### src/rtl/multicycle_seq.sv
// Multi-cycle sequencer for the simplified RISC-V core.
// Walks each instruction through fetch, decode, execute and writeback,
// owning the PC, the instruction register, the retire counter and a
// sticky trap raised on unsupported opcodes.
//
// Handshake: imem_req is raised in FETCH and held until a cycle in which
// imem_gnt is high; that cycle accepts the request. imem_rdata is taken
// on the first cycle imem_rvalid is high, either together with the grant
// or later in WAIT_RD. imem_rvalid is ignored in every other state.
//
// All outputs except imem_addr (which is the PC register itself) are
// registered and updated together with the state register.
module multicycle_seq #(
  parameter int WIDTH    = 8,
  parameter int RESET_PC = 0,
  parameter int CNT_W    = 16
) (
  input  logic             clk,
  input  logic             rst,
  input  logic             start,
  input  logic             halt_req,
  output logic             imem_req,
  output logic [WIDTH-1:0] imem_addr,
  input  logic             imem_gnt,
  input  logic             imem_rvalid,
  input  logic [31:0]      imem_rdata,
  output logic [31:0]      instr,
  output logic             ex_en,
  output logic             rf_wen,
  output logic [WIDTH-1:0] pc,
  output logic             busy,
  output logic             trap,
  output logic [CNT_W-1:0] retire_cnt
);

  typedef enum logic [2:0] {
    IDLE    = 3'd0,
    FETCH   = 3'd1,
    WAIT_RD = 3'd2,
    DECODE  = 3'd3,
    EXEC    = 3'd4,
    WB      = 3'd5,
    TRAP    = 3'd6
  } state_t;

  localparam logic [6:0] OPC_OP     = 7'h33;
  localparam logic [6:0] OPC_OP_IMM = 7'h13;
  localparam logic [WIDTH-1:0] PC_INIT = RESET_PC[WIDTH-1:0];
  localparam logic [CNT_W-1:0] CNT_MAX = {CNT_W{1'b1}};

  state_t state;

  // The fetch address is the PC; it only moves in WB, so it is stable
  // for as long as imem_req is high.
  assign imem_addr = pc;

  // Sequencer state, datapath strobes and architectural counters.
  always_ff @(posedge clk) begin
    if (rst) begin
      state      <= IDLE;
      pc         <= PC_INIT;
      instr      <= '0;
      retire_cnt <= '0;
      trap       <= 1'b0;
      imem_req   <= 1'b0;
      ex_en      <= 1'b0;
      rf_wen     <= 1'b0;
      busy       <= 1'b0;
    end else begin
      // Strobes are single-cycle unless a branch below re-asserts them.
      imem_req <= 1'b0;
      ex_en    <= 1'b0;
      rf_wen   <= 1'b0;
      case (state)
        IDLE: begin
          if (start) begin
            state    <= FETCH;
            imem_req <= 1'b1;
            busy     <= 1'b1;
          end
        end
        FETCH: begin
          if (imem_gnt) begin
            if (imem_rvalid) begin
              instr <= imem_rdata;
              state <= DECODE;
            end else begin
              state <= WAIT_RD;
            end
          end else begin
            imem_req <= 1'b1;
          end
        end
        WAIT_RD: begin
          if (imem_rvalid) begin
            instr <= imem_rdata;
            state <= DECODE;
          end
        end
        DECODE: begin
          if (instr[6:0] == OPC_OP || instr[6:0] == OPC_OP_IMM) begin
            state <= EXEC;
            ex_en <= 1'b1;
          end else begin
            // Faulting PC and retire count stay frozen for inspection.
            state <= TRAP;
            trap  <= 1'b1;
            busy  <= 1'b0;
          end
        end
        EXEC: begin
          state  <= WB;
          rf_wen <= 1'b1;
        end
        WB: begin
          pc <= pc + WIDTH'(4);
          if (retire_cnt != CNT_MAX) begin
            retire_cnt <= retire_cnt + CNT_W'(1);
          end
          if (halt_req) begin
            state <= IDLE;
            busy  <= 1'b0;
          end else begin
            state    <= FETCH;
            imem_req <= 1'b1;
          end
        end
        TRAP: begin
          // Only reset leaves this state.
          state <= TRAP;
        end
        default: begin
          state <= IDLE;
          busy  <= 1'b0;
        end
      endcase
    end
  end

endmodule

### config.mk
export PLATFORM = sky130hd
export DESIGN_NAME = multicycle_seq
export DESIGN_NICKNAME = d
export VERILOG_FILES = /design/src/rtl/multicycle_seq.sv
export SDC_FILE = /design/constraint.sdc
export NUM_CORES = 1
export LEC_CHECK = 0
export ABC_AREA = 1
export BUFFER_PORTS_ARGS = -buffer_cell sky130_fd_sc_hd__buf_2
export CELL_PAD_IN_SITES_DETAIL_PLACEMENT = 0
export CELL_PAD_IN_SITES_GLOBAL_PLACEMENT = 2
export CORE_ASPECT_RATIO = 1.5
export CORE_MARGIN = 2
export CORE_UTILIZATION = 28
export CTS_CLUSTER_SIZE = 28
export DETAILED_ROUTE_END_ITERATION = 6
export PLACE_DENSITY_LB_ADDON = 0.1
export SYNTH_ARGS = -nofsm -noshare
export SYNTH_HDL_FRONTEND = slang
export SYNTH_SLANG_ARGS = --single-unit
### constraint.sdc
create_clock -name clk -period 3 [get_ports clk]
set_input_delay 0.6 -clock clk [delete_from_list [all_inputs] [get_ports clk]]
set_output_delay 0.6 -clock clk [all_outputs]
set_load 0.01 [all_outputs]
### Word level (Yosys, flattened, before mapping)

Cells that the tools add are included.

* word-level logic and storage cells: 58
* output and inout bits: 69
* register bits: 64

* eq/ne operators: 14
* bitwise gates (word level): 3
* add/sub/neg operators: 2
* reduce and logical (&&, ||, !) cells: 10
* muxes and demuxes: 20

Operators by type and width (count)
* 32-bit 2-to-1 mux: 2
* 32-bit case mux with 2 select lines: 1
* 3-bit case mux with 7 select lines: 1
* 16-bit by 1-bit adder with 16-bit output (second input constant): 1
* 16-bit inequality test (second input constant): 1
* 1-bit 2-to-1 mux: 10
* 2-bit inequality test (second input constant): 5
* 3-bit equality test (second input constant): 3
* 3-bit 2-to-1 mux: 3
* 8-bit by 3-bit adder with 8-bit output (second input constant): 1
* 7-bit by 5-bit equality test with 1-bit output (second input constant): 1
* 7-bit by 6-bit equality test with 1-bit output (second input constant): 1
* 3-bit by 2-bit equality test with 1-bit output (second input constant): 2
* 2-bit AND reduction: 3
* 1-bit case mux with 4 select lines: 1
* 4-bit AND reduction: 1
* 4-bit OR reduction: 1
* 3-bit by 1-bit equality test with 1-bit output (second input constant): 1
* 3-bit zero test: 1
* 1-bit NOT: 3
* 1-bit case mux with 3 select lines: 1
* 3-bit AND reduction: 1
* 2-bit 2-to-1 mux: 1
* 2-bit nonzero test: 1
* 2 further kinds: 2

### Depth between registers and ports, before layout

* depth after elaboration: 4
* depth in mapped cells: 9
* depth with buffers taken out: 9

### Worst setup path before layout

OpenSTA, ideal clock, no wires.

* path type: reg2reg
* start: register retire_cnt[0]
* end: register retire_cnt[10]
* buffers on the path: 1
* stages on the path, launching flop included: 10
* setup time: 0.138 ns
* slack: 1.491 ns
* arrival time: 1.372 ns
* clock period less this slack: 1.509 ns
* cells stage by stage: dfxtp_1 -> ha_1 -> nand2_1 -> nor2_2 -> nand2_2 -> nor2_2 -> nor2_4 -> buf_6 -> nand2_1 -> a21oi_2

* word-level cells in the longest chain between the ends: 2
* elaborated cells between the ends (all ways): 3
* those cells by class: 1 x add/sub; 1 x eq/ne; 1 x reduce/logical

RTL lines
* start: declaration: RTL line 33 `output logic [CNT_W-1:0] retire_cnt`
* start signal: assignment: RTL line 118 `retire_cnt <= retire_cnt + CNT_W'(1);`
* branches (longest 2 deep; another with 16-bit by 1-bit adder with 16-bit output)

Parallel ways; which one is timed is not known.
A chain may end at the register's enable or synchronous reset.

### Worst setup path in the final report

* start: register state[0]
* end: register instr[20]

* word-level cells in the longest chain between the ends: 3
* elaborated cells between the ends (all ways): 6
* those cells by class: 3 x eq/ne; 1 x mux; 2 x reduce/logical

RTL lines
* start: declaration: RTL line 51 `state_t state;`
* start signal: assignment: RTL line 60 `state <= IDLE;`
* start signal: assignment: RTL line 77 `state <= FETCH;`
* start signal: assignment: RTL line 86 `state <= DECODE;`
* 3-bit by 1-bit equality test with 1-bit output or 3-bit by 2-bit equality test with 1-bit output (tied branches): RTL line 74 `case (state)`
* 2-bit inequality test (no line) or 2-bit nonzero test (tied branches)
* 2-bit AND reduction (no line)
* end signal: assignment: RTL line 85 `instr <= imem_rdata;`
* end signal: assignment: RTL line 96 `instr <= imem_rdata;`
* end: declaration: RTL line 27 `output logic [31:0] instr,`

Several ways; a longest one is shown, not always the timed one.

==> results.json <==
{
  "gp_weighted_congestion": 0.7090,
  "die_y_um": 127.9,
  "grt_usage": 0.1447,
  "category_of_the_worst_setup_path_launch_point": "register",
  "async_flop_share": 0,
  "yosys.cell_types.count": 31,
  "most_common_cell_after_layout_fill_and_taps_aside": "sky130_fd_sc_hd__buf_2",
  "power_mw": 2.745,
  "top_area_cell_type_share_of_the_netlist_area": 0.4332,
  "post_cts_resized": 0,
  "final_hold_viol_count": 0,
  "timing.final.max_slew_violations": 0,
  "postSynthCellCount": 390,
  "maximum_number_of_pins_on_one_net_before_global_route_repair": 34,
  "yosys_register_bits": 62,
  "setup_repair_after_global_routing_missed_its_margin": "no",
  "synth_edf_count": 0,
  "area_growth_pct": 28.52,
  "cts_tree": "built",
  "core_area_um2": 10020,
  "globalRouteMet2Util": 0.2548,
  "totalWireLength_mm": 7.472,
  "total_net_switching_power_mw": 0.8472,
  "synth_seq_area_share": 0.4332,
  "number_of_global_route_vias_before_repair": 2632,
  "grt_first_pass_wirelength_mm": 12.47,
  "gr-usage-met1": 0.1534,
  "drive_above_1_share": 0.3190,
  "cts_buffers": 9,
  "clock_skew_ns": 0.003364,
  "critical_path.cell_chain": "nand3_4, o21ai_2, nand2_4, inv_4, nor2_1, nor2_1",
  "reg2reg_slack_ns": 1.23,
  "setup-violations-final": 0,
  "critical_path_required_ns": 3.26,
  "diodes_inserted": 0,
  "globalRouteMet3Util": 0.05409,
  "power.share.switching": 0.3086,
  "leading_cell_types_in_the_layout_fill_and_taps_excluded": "sky130_fd_sc_hd__buf_2 (102), sky130_fd_sc_hd__nor2_1 (89), sky130_fd_sc_hd__nand2_1 (66)",
  "timing.final.crit_period_ns": 1.769,
  "floorplan.die_area_um2": 11080,
  "static-leakage-power_nw": 1.689,
  "synthesis.area_per_instance_um2": 7.347,
  "detailroute.via_count": 2704,
  "worst_path_max_delay_cell": "sky130_fd_sc_hd__dfxtp_1",
  "cpPeakStageDelay_ns": 0.54,
  "pwr_dens_nw_per_um2": 745.5,
  "grt_overflow_total": 0,
  "fin_hold_ws_ns": 0.4484,
  "netlist_area_um2": 2865,
  "worst-endpoint-arrival_ns": 2.03,
  "crit_path_frequent_cell": "sky130_fd_sc_hd__nor2_1",
  "number_of_nets_in_the_layout": 524,
  "power.share.clock": 0.381,
  "min_period_over_period": 0.5898,
  "floorplan.die.width_um": 86.60,
  "insertion_delay_ns": 0.32,
  "synth.largest_area_cell": "sky130_fd_sc_hd__dfxtp_1",
  "standard_cell_row_count": 45,
  "irDropWorstVdd_v": 0.0003082,
  "boundaryPins": 107,
  "drcViolationCount": 0,
  "route.antenna.remaining_nets": 0,
  "timing.hold.worst.class": "register to register",
  "route.detailed.wl_per_inst_um": 12.33,
  "crit_buf_inv": 1,
  "top_usage_layer": "met2",
  "synthFlopType": "sky130_fd_sc_hd__dfxtp_1",
  "max_freq_mhz": 565.2,
  "detailedPlacementHpwl_mm": 5.465,
  "comb_power_share": 0.234,
  "clkSinkCount": 62,
  "post_drt_via_cell_ratio": 4.462,
  "clk_pin_slew_worst_paths_ns": 0.05,
  "antenna_found_initial": 0,
  "synth-warning-count": 0,
  "cts_post_setup_buffers_inserted": 0,
  "ctsHtreeMaxLevel": 3,
  "p_int_mw": 1.898,
  "drtPass1Iterations": 4,
  "initial_utilization": 0.2859,
  "seq_power_share": 0.385,
  "timing.critical_path.to_type": "register",
  "cpLargestDelayFamily": "simple AND/OR/NAND/NOR gates",
  "cts_buffer_depth": 2,
  "outcome": "finished, final reports clean",
  "setup-tns-final_ns": 0,
  "drv_cap": 0,
  "hold_buf_cts": 0,
  "critical_path_peak_fanout": 33,
  "setup.worst_path.class": "register to register",
  "post_synth_main_area_contributors": "sky130_fd_sc_hd__dfxtp_1 (43%), sky130_fd_sc_hd__nor2_1 (12%), sky130_fd_sc_hd__nand2_1 (8.6%)",
  "io_buffer_count": 102,
  "clock_tree.root_cell": "sky130_fd_sc_hd__clkbuf_16",
  "drt_first_iter_violations": 38
}
-- state kept, by name, indices dropped and copies added (netlist names) --
register    cells
imem_req        1
instr          32
retire_cnt     16
ex_en           1
imem_addr       6
rf_wen          1
state           3
busy            1
trap            1
-- through the flow --
stage | util | cells | setup WS [ns] | cell area (µm²)
CTS | 0.3674 | 606 | 1.215 | 3682
global placement | 0.3372 | 590 | 1.174 | 3379
floorplan | - | 393 | 1.491 | 2877
global route | 0.3674 | 606 | 1.028 | 3682
detailed placement | 0.3372 | 590 | 1.152 | 3379
finish | 0.3674 | 606 | 1.231 | 3682
-- final cells by class --
class,instances,area (µm²)
fill,1135,6340
multi-input combinational,278,1349
sequential,62,1241
timing repair buffer,105,533.0
clock buffer,13,260.3
tap,117,146.4
inverter,28,110.1
clock inverter,3,42.54
-- path summary, 6_finish.rpt --
check / from / endpoint / cells past startpoint
worst max-delay path: state[0]$_SDFFE_PP0P_ / instr[20]$_SDFFE_PP0P_ / 6
worst min-delay path: trap$_SDFFE_PP0P_ / trap$_SDFFE_PP0P_ / 2
worst max register to register: state[0]$_SDFFE_PP0P_ / instr[20]$_SDFFE_PP0P_ / 6
worst min register to register: trap$_SDFFE_PP0P_ / trap$_SDFFE_PP0P_ / 2
-- worst min-delay path, stage by stage, from the launching register on --
cell and delay, ns:
sky130_fd_sc_hd__dfxtp_1 0.30, sky130_fd_sc_hd__inv_1 0.05, sky130_fd_sc_hd__a21oi_1 0.05
-- layer usage --
layer,share of wire,up-vias,wire [µm]
met2,0.52,65,3915
met3,0.061,7,457
met1,0.40,1212,2987
met4,0.015,0,112
li1,-,1420,-
met5,0,-,0
-- Yosys cell counts (4+ instances only) --
cell type                   n
sky130_fd_sc_hd__nor2_2    15
sky130_fd_sc_hd__nor3_1     4
sky130_fd_sc_hd__a21oi_1   11
sky130_fd_sc_hd__clkbuf_1   4
sky130_fd_sc_hd__nand2_1   66
sky130_fd_sc_hd__a21oi_2    8
sky130_fd_sc_hd__nand4_1    8
sky130_fd_sc_hd__o21ai_0   16
sky130_fd_sc_hd__dfxtp_1   62
sky130_fd_sc_hd__buf_4     11
sky130_fd_sc_hd__nor2_1    89
sky130_fd_sc_hd__xor2_1     5
sky130_fd_sc_hd__buf_6      5
sky130_fd_sc_hd__inv_1     23
sky130_fd_sc_hd__nand3_1   17
sky130_fd_sc_hd__o21ai_1   20
-- cell families (layout without fill, tap and decap cells) --
group / after synthesis / in the layout / share of synthesized area
fa+ha+maj: 2 / 2 / 0.008732
compound gates: 57 / 57 / 0.1127
simple gates: 208 / 208 / 0.3227
other cells: 1 / 4 / 0.001309
flops: 62 / 62 / 0.4332
buf+inv: 53 / 149 / 0.09999
xor+xnor: 7 / 7 / 0.02140
-- power groups by stage --
stage / Clock, mW / Combinational, mW / Sequential, mW
floorplan: 0 / 0.427 / 1.11
global placement: 0 / 0.655 / 1.07
detailed placement: 0 / 0.655 / 1.07
CTS: 1.08 / 0.656 / 1.06
global route: 1.12 / 0.742 / 1.08
finish: 1.05 / 0.643 / 1.06
No activity file was read; power rests on OpenSTA's default activity.
